[src/rtl/led_pkg.sv]
// Shared parameters and state type for the LED pattern sequencer.
// Included ahead of every other file in the block.
package led_pkg;

  localparam int PAT_W_DEF = 32;
  localparam int PER_W_DEF = 24;

  typedef enum logic {
    IDLE = 1'b0,
    PLAY = 1'b1
  } state_e;

endpackage

[src/rtl/led_pattern_seq_bit_timer.sv]
// Per-bit hold timer: loadable down-counter.
// tc_o pulses while enabled with the count at zero.
module bit_timer #(
  parameter int W = 24
) (
  input  logic         clk,
  input  logic         reset,
  input  logic         load_i,
  input  logic [W-1:0] load_val_i,
  input  logic         en_i,
  output logic         tc_o
);

  logic [W-1:0] cnt_q;
  logic [W-1:0] cnt_d;

  assign tc_o = en_i && (cnt_q == '0);

  // load wins over counting; the count parks at zero
  always_comb begin
    cnt_d = cnt_q;
    if (load_i)
      cnt_d = load_val_i;
    else if (en_i && (cnt_q != '0))
      cnt_d = cnt_q - W'(1);
  end

  // counter register
  always_ff @(posedge clk) begin
    if (reset)
      cnt_q <= '0;
    else
      cnt_q <= cnt_d;
  end

endmodule

[src/rtl/led_pattern_seq.sv]
// Serial LED pattern player with one active word and a
// one-entry pending slot; bit 0 of each word plays first.
module led_pattern_seq
  import led_pkg::*;
#(
  parameter int PAT_W = PAT_W_DEF,
  parameter int PER_W = PER_W_DEF
) (
  input  logic             clk,
  input  logic             reset,
  input  logic [PAT_W-1:0] pat_data,
  input  logic [4:0]       pat_len,
  input  logic [PER_W-1:0] pat_period,
  input  logic             pat_valid,
  output logic             pat_ready,
  input  logic             repeat_i,
  output logic             led,
  output logic             busy,
  output logic             done
);

  state_e           state_q;
  logic [PAT_W-1:0] act_data_q;
  logic [4:0]       act_len_q;
  logic [PER_W-1:0] act_per_q;
  logic [PAT_W-1:0] pend_data_q;
  logic [4:0]       pend_len_q;
  logic [PER_W-1:0] pend_per_q;
  logic             pend_vld_q;
  logic [4:0]       idx_q;
  logic             led_q;
  logic             done_q;

  logic             accept;
  logic             tc;
  logic             last;
  logic             tmr_load;
  logic [PER_W-1:0] tmr_val;

  assign pat_ready = !pend_vld_q;
  assign accept    = pat_valid && pat_ready;
  assign last      = tc && (idx_q == act_len_q);

  assign led  = led_q;
  assign done = done_q;
  assign busy = (state_q == PLAY);

  // reload the bit timer on word start and every bit boundary
  always_comb begin
    tmr_load = 1'b0;
    tmr_val  = act_per_q;
    unique case (state_q)
      IDLE: begin
        if (accept) begin
          tmr_load = 1'b1;
          tmr_val  = pat_period;
        end
      end
      PLAY: begin
        if (tc) begin
          tmr_load = 1'b1;
          if (last && pend_vld_q)
            tmr_val = pend_per_q;
          else if (last && accept)
            tmr_val = pat_period;
        end
      end
    endcase
  end

  bit_timer #(
    .W(PER_W)
  ) u_timer (
    .clk       (clk),
    .reset     (reset),
    .load_i    (tmr_load),
    .load_val_i(tmr_val),
    .en_i      (busy),
    .tc_o      (tc)
  );

  // sequencer FSM with registered led/done
  always_ff @(posedge clk) begin
    if (reset) begin
      state_q     <= IDLE;
      act_data_q  <= '0;
      act_len_q   <= '0;
      act_per_q   <= '0;
      pend_data_q <= '0;
      pend_len_q  <= '0;
      pend_per_q  <= '0;
      pend_vld_q  <= 1'b0;
      idx_q       <= '0;
      led_q       <= 1'b0;
      done_q      <= 1'b0;
    end else begin
      done_q <= 1'b0;
      led_q  <= (state_q == PLAY) ? act_data_q[idx_q] : 1'b0;
      unique case (state_q)
        IDLE: begin
          if (accept) begin
            act_data_q <= pat_data;
            act_len_q  <= pat_len;
            act_per_q  <= pat_period;
            idx_q      <= '0;
            state_q    <= PLAY;
          end
        end
        PLAY: begin
          if (accept && !last) begin
            pend_data_q <= pat_data;
            pend_len_q  <= pat_len;
            pend_per_q  <= pat_period;
            pend_vld_q  <= 1'b1;
          end
          if (tc && !last) begin
            idx_q <= idx_q + 5'd1;
          end
          if (last) begin
            done_q <= 1'b1;
            idx_q  <= '0;
            unique case (1'b1)
              pend_vld_q: begin
                act_data_q <= pend_data_q;
                act_len_q  <= pend_len_q;
                act_per_q  <= pend_per_q;
                pend_vld_q <= 1'b0;
              end
              accept: begin
                act_data_q <= pat_data;
                act_len_q  <= pat_len;
                act_per_q  <= pat_period;
              end
              default: begin
                if (!repeat_i)
                  state_q <= IDLE;
              end
            endcase
          end
        end
      endcase
    end
  end

endmodule

[config.mk]
export PLATFORM = sky130hd
export DESIGN_NAME = led_pattern_seq
export DESIGN_NICKNAME = d
export VERILOG_FILES = /design/src/rtl/led_pkg.sv /design/src/rtl/led_pattern_seq_bit_timer.sv /design/src/rtl/led_pattern_seq.sv
export SDC_FILE = /design/constraint.sdc
export NUM_CORES = 1
export LEC_CHECK = 0
export ABC_AREA = 1
export CAP_MARGIN = 20
export CORE_MARGIN = 1
export CORE_UTILIZATION = 55
export CTS_BUF_LIST = sky130_fd_sc_hd__clkbuf_16
export CTS_CLUSTER_DIAMETER = 200
export DETAILED_ROUTE_END_ITERATION = 8
export HOLD_SLACK_MARGIN = 0.02
export PLACE_DENSITY_LB_ADDON = 0.05
export SETUP_SLACK_MARGIN = 0.1
export SLEW_MARGIN = 20
export SYNTH_ARGS = -nofsm -noshare
export SYNTH_HDL_FRONTEND = slang
export SYNTH_SLANG_ARGS = --single-unit
[constraint.sdc]
create_clock -name clk -period 2.45 [get_ports clk]
set_input_delay 0.49 -clock clk [delete_from_list [all_inputs] [get_ports clk]]
set_output_delay 0.49 -clock clk [all_outputs]
set_load 0.005 [all_outputs]
==> results.py <==
metrics = {
    "logic_synthesis": {
        "yosysWarnings": 0,
        "syn_nets": 1215,
        "synth.area.top_cells": "dfxtp_1 40%, nand2_1 12%, o21ai_0 9.6%",
        "yosysTopAreaCellShare": 0.404,
        "synth_top_cell_by_area": "dfxtp_1",
        "yosysMostFrequentCell": "nand2_1",
        "netlist_area_sq_um": 7690,
        "netlist_top_cells_count": "250 x nand2_1, 155 x dfxtp_1, 148 x o21ai_0, 140 x nor2_1, 97 x inv_1",
        "synth_ff_type": "dfxtp_1",
        "syn_inst": 1147,
        "avgSynthCellArea_sq_um": 6.70,
        "ys_types": 40,
        "synth_edf_count": 0,
        "synth-seq-area-share": 0.404,
        "async_flop_share": 0,
        "synth-seq-cells": 155,
    },
    "timing": {
        "skew_ps": 8.83,
        "fin_tns_setup_ps": 0,
        "tightest_slew_ps": 424,
        "fin_crit_sh": 0.874,
        "setup_viol": 0,
        "worst_slack_ps": 310,
        "grt_setup_unrepaired": "yes",
        "slew_headroom": 0.717,
        "fin_crit_ps": 2140,
        "fmax_mhz": 467,
        "drv_slew": 0,
        "finalHoldViolCount": 0,
    },
    "routing": {
        "drt_iter0_markers": 556,
        "drcViolationCount": 0,
        "routedWlPerCell_um": 14.3,
        "vias": 7515,
        "ant_nets": 0,
        "drt-pass1-iter-count": 5,
        "via_per_inst": 5.44,
        "wl_mm": 19.7,
    },
    "grt": {
        "grt_max_degree": 65,
        "grt-busiest-layer": "met2",
        "grtUsageMet3": 0.0453,
        "track_usage": 0.283,
        "grt.met2_usage": 0.477,
        "grt_util_met1": 0.369,
        "grt_pass1_vias": 6719,
        "antenna_found_initial": 0,
        "overflow": 0,
        "grt_first_pass_wirelength_mm": 32.7,
    },
    "critical_path": {
        "critPathArrivalTime_ps": 2480,
        "cp.required_ps": 2790,
        "start_kind": "flop",
        "crit_family": "simple AND/OR/NAND/NOR gates",
        "cp_max_fo": 18,
        "cpPeakStageDelay_ps": 330,
        "endpoint_kind": "flop",
        "crit_top_cell": "nand2_1",
        "crit_chain": "inv_1, ha_1, nand2_1, nor2_1, nand3_2, o21ai_4, buf_4, nand2_2, nand2_1, nand2_1, nand2_1, nand3_1, nand2_1, inv_1",
        "worst-path-buf-inv": 3,
        "cpMaxStageDelayCell": "dfxtp_1",
        "crit_type": "reg2reg",
    },
    "worst_hold_path": {
        "hp-class": "reg2reg",
    },
    "layout": {
        "fin_nets": 1261,
        "syn_to_final_growth_pct": 18.8,
        "antenna_cells": 0,
        "drive_gt1_frac": 0.0746,
        "num-fill-cells": 1232,
    },
    "clock_tree": {
        "clock_latency_ps": 430,
        "h-tree-depth": 4,
        "cts_tree": "done",
        "clock_sinks": 155,
        "cts_buffer_depth": 2,
        "cts_buffers": 17,
        "clk_pin_slew_ps": 70,
        "clock-root-buffer": "clkbuf_16",
    },
    "floorplan": {
        "die-area_sq_um": 14500,
        "ios": 69,
        "initial_core_util": 0.571,
        "rows": 42,
        "die_y_um": 120,
        "core_area_sq_um": 13500,
        "die_w_um": 120,
    },
    "pwr": {
        "powerDensity_nw_per_um2": 769,
        "leakage_nw": 4.01,
        "ir_drop_mv": 0.557,
    },
    "placed_design": {
        "io_buffers": 68,
        "place_congestion": 0.886,
        "post-place-ws_ps": 75.2,
        "dp_hpwl_mm": 12.9,
    },
    "job": {
        "cap_viol_max_count": 0,
    },
    "status": {
        "status": "finished clean",
    },
}
-- registers in the layout, summed over array words and instances (netlist names) --
signal and flops:
act_data_q 32, pend_data_q 32, act_per_q 24, pend_per_q 24, u_timer.cnt_q 24, act_len_q 5, idx_q 5, pend_len_q 5
busy 1, done 1, led 1, pend_vld_q 1
-- power by group --
group	switching [mW]	total, mW	internal, mW
combinational	0.891	1.45	0.555
clock	1.15	2.67	1.52
sequential	0.155	2.90	2.75
-- layer usage --
metal / share of wire / vias to the layer above
met5: 0 / -
met4: 0.019 / 0
met3: 0.050 / 31
met2: 0.48 / 217
met1: 0.45 / 3383
li1: - / 3884
-- worst paths after layout --
path                                  from                            end  slack (ps)  cells past startpoint
max          u_timer.cnt_q[0]$_SDFFE_PP0P_  u_timer.cnt_q[4]$_SDFFE_PP0P_         310                     14
min             pend_per_q[5]$_SDFFE_PP0P_     pend_per_q[5]$_SDFFE_PP0P_         440                      2
max reg2reg  u_timer.cnt_q[0]$_SDFFE_PP0P_  u_timer.cnt_q[4]$_SDFFE_PP0P_         310                     14
min reg2reg     pend_per_q[5]$_SDFFE_PP0P_     pend_per_q[5]$_SDFFE_PP0P_         440                      2
-- final cells by class --
type | count | area, sq um | area share
clock inverters | 15 | 163 | 0.0178
clock buffers | 17 | 425 | 0.0466
repair buffers | 100 | 987 | 0.108
multi-input cells | 812 | 3820 | 0.419
well taps | 176 | 220 | 0.0241
flip-flops and latches | 155 | 3100 | 0.340
inverters | 107 | 408 | 0.0447
-- logic make-up after synthesis --
logic type / synth area share
fa+ha+maj: 0.00488
xor+xnor: 0.0148
buf+inv: 0.0999
compound gates: 0.214
simple gates: 0.263
flops: 0.404
-- per-stage QoR --
| step | util | cell area [sq um] | cells | hold WS [ps] | total power [mW] |
|---|---|---|---|---|---|
| after floorplan | - | 7690 | 1147 | 425 | 3.93 |
| after global placement | 0.634 | 8530 | 1350 | 434 | 4.37 |
| after detailed placement | 0.634 | 8530 | 1350 | 436 | 4.38 |
| after CTS | 0.678 | 9120 | 1382 | 446 | 7.02 |
| after global routing | 0.679 | 9130 | 1382 | 467 | 7.36 |
| final | 0.679 | 9130 | 1382 | 444 | 7.02 |
-- timing repair --
action / 4_1_cts / 5_1_grt
buffers inserted: 0 / 0
endpoints found under the setup margin: 0 / 32
hold buffers: 0 / 0
gates resized for setup: 0 / 3
hold endpoints to repair: 0 / 0
-- cell usage in the layout (no fill, tap or decap), drive strengths merged, types with 32 or more instances in the layout --
master and n:
buf 32, a21oi 67, inv 112, dfxtp 155, o21ai 175, nor2 146, a31oi 43, clkdlybuf4s50 68
nand2 252, nand3 71
-- worst reg2reg max path: stages (launching register included) --
cell,delay (ps)
dfxtp_1,330
inv_1,120
ha_1,220
nand2_1,70
nor2_1,130
nand3_2,140
o21ai_4,180
buf_4,250
nand2_2,160
nand2_1,110
nand2_1,110
nand2_1,80
nand3_1,60
nand2_1,70
inv_1,30
(Power assumes the default switching activity.)
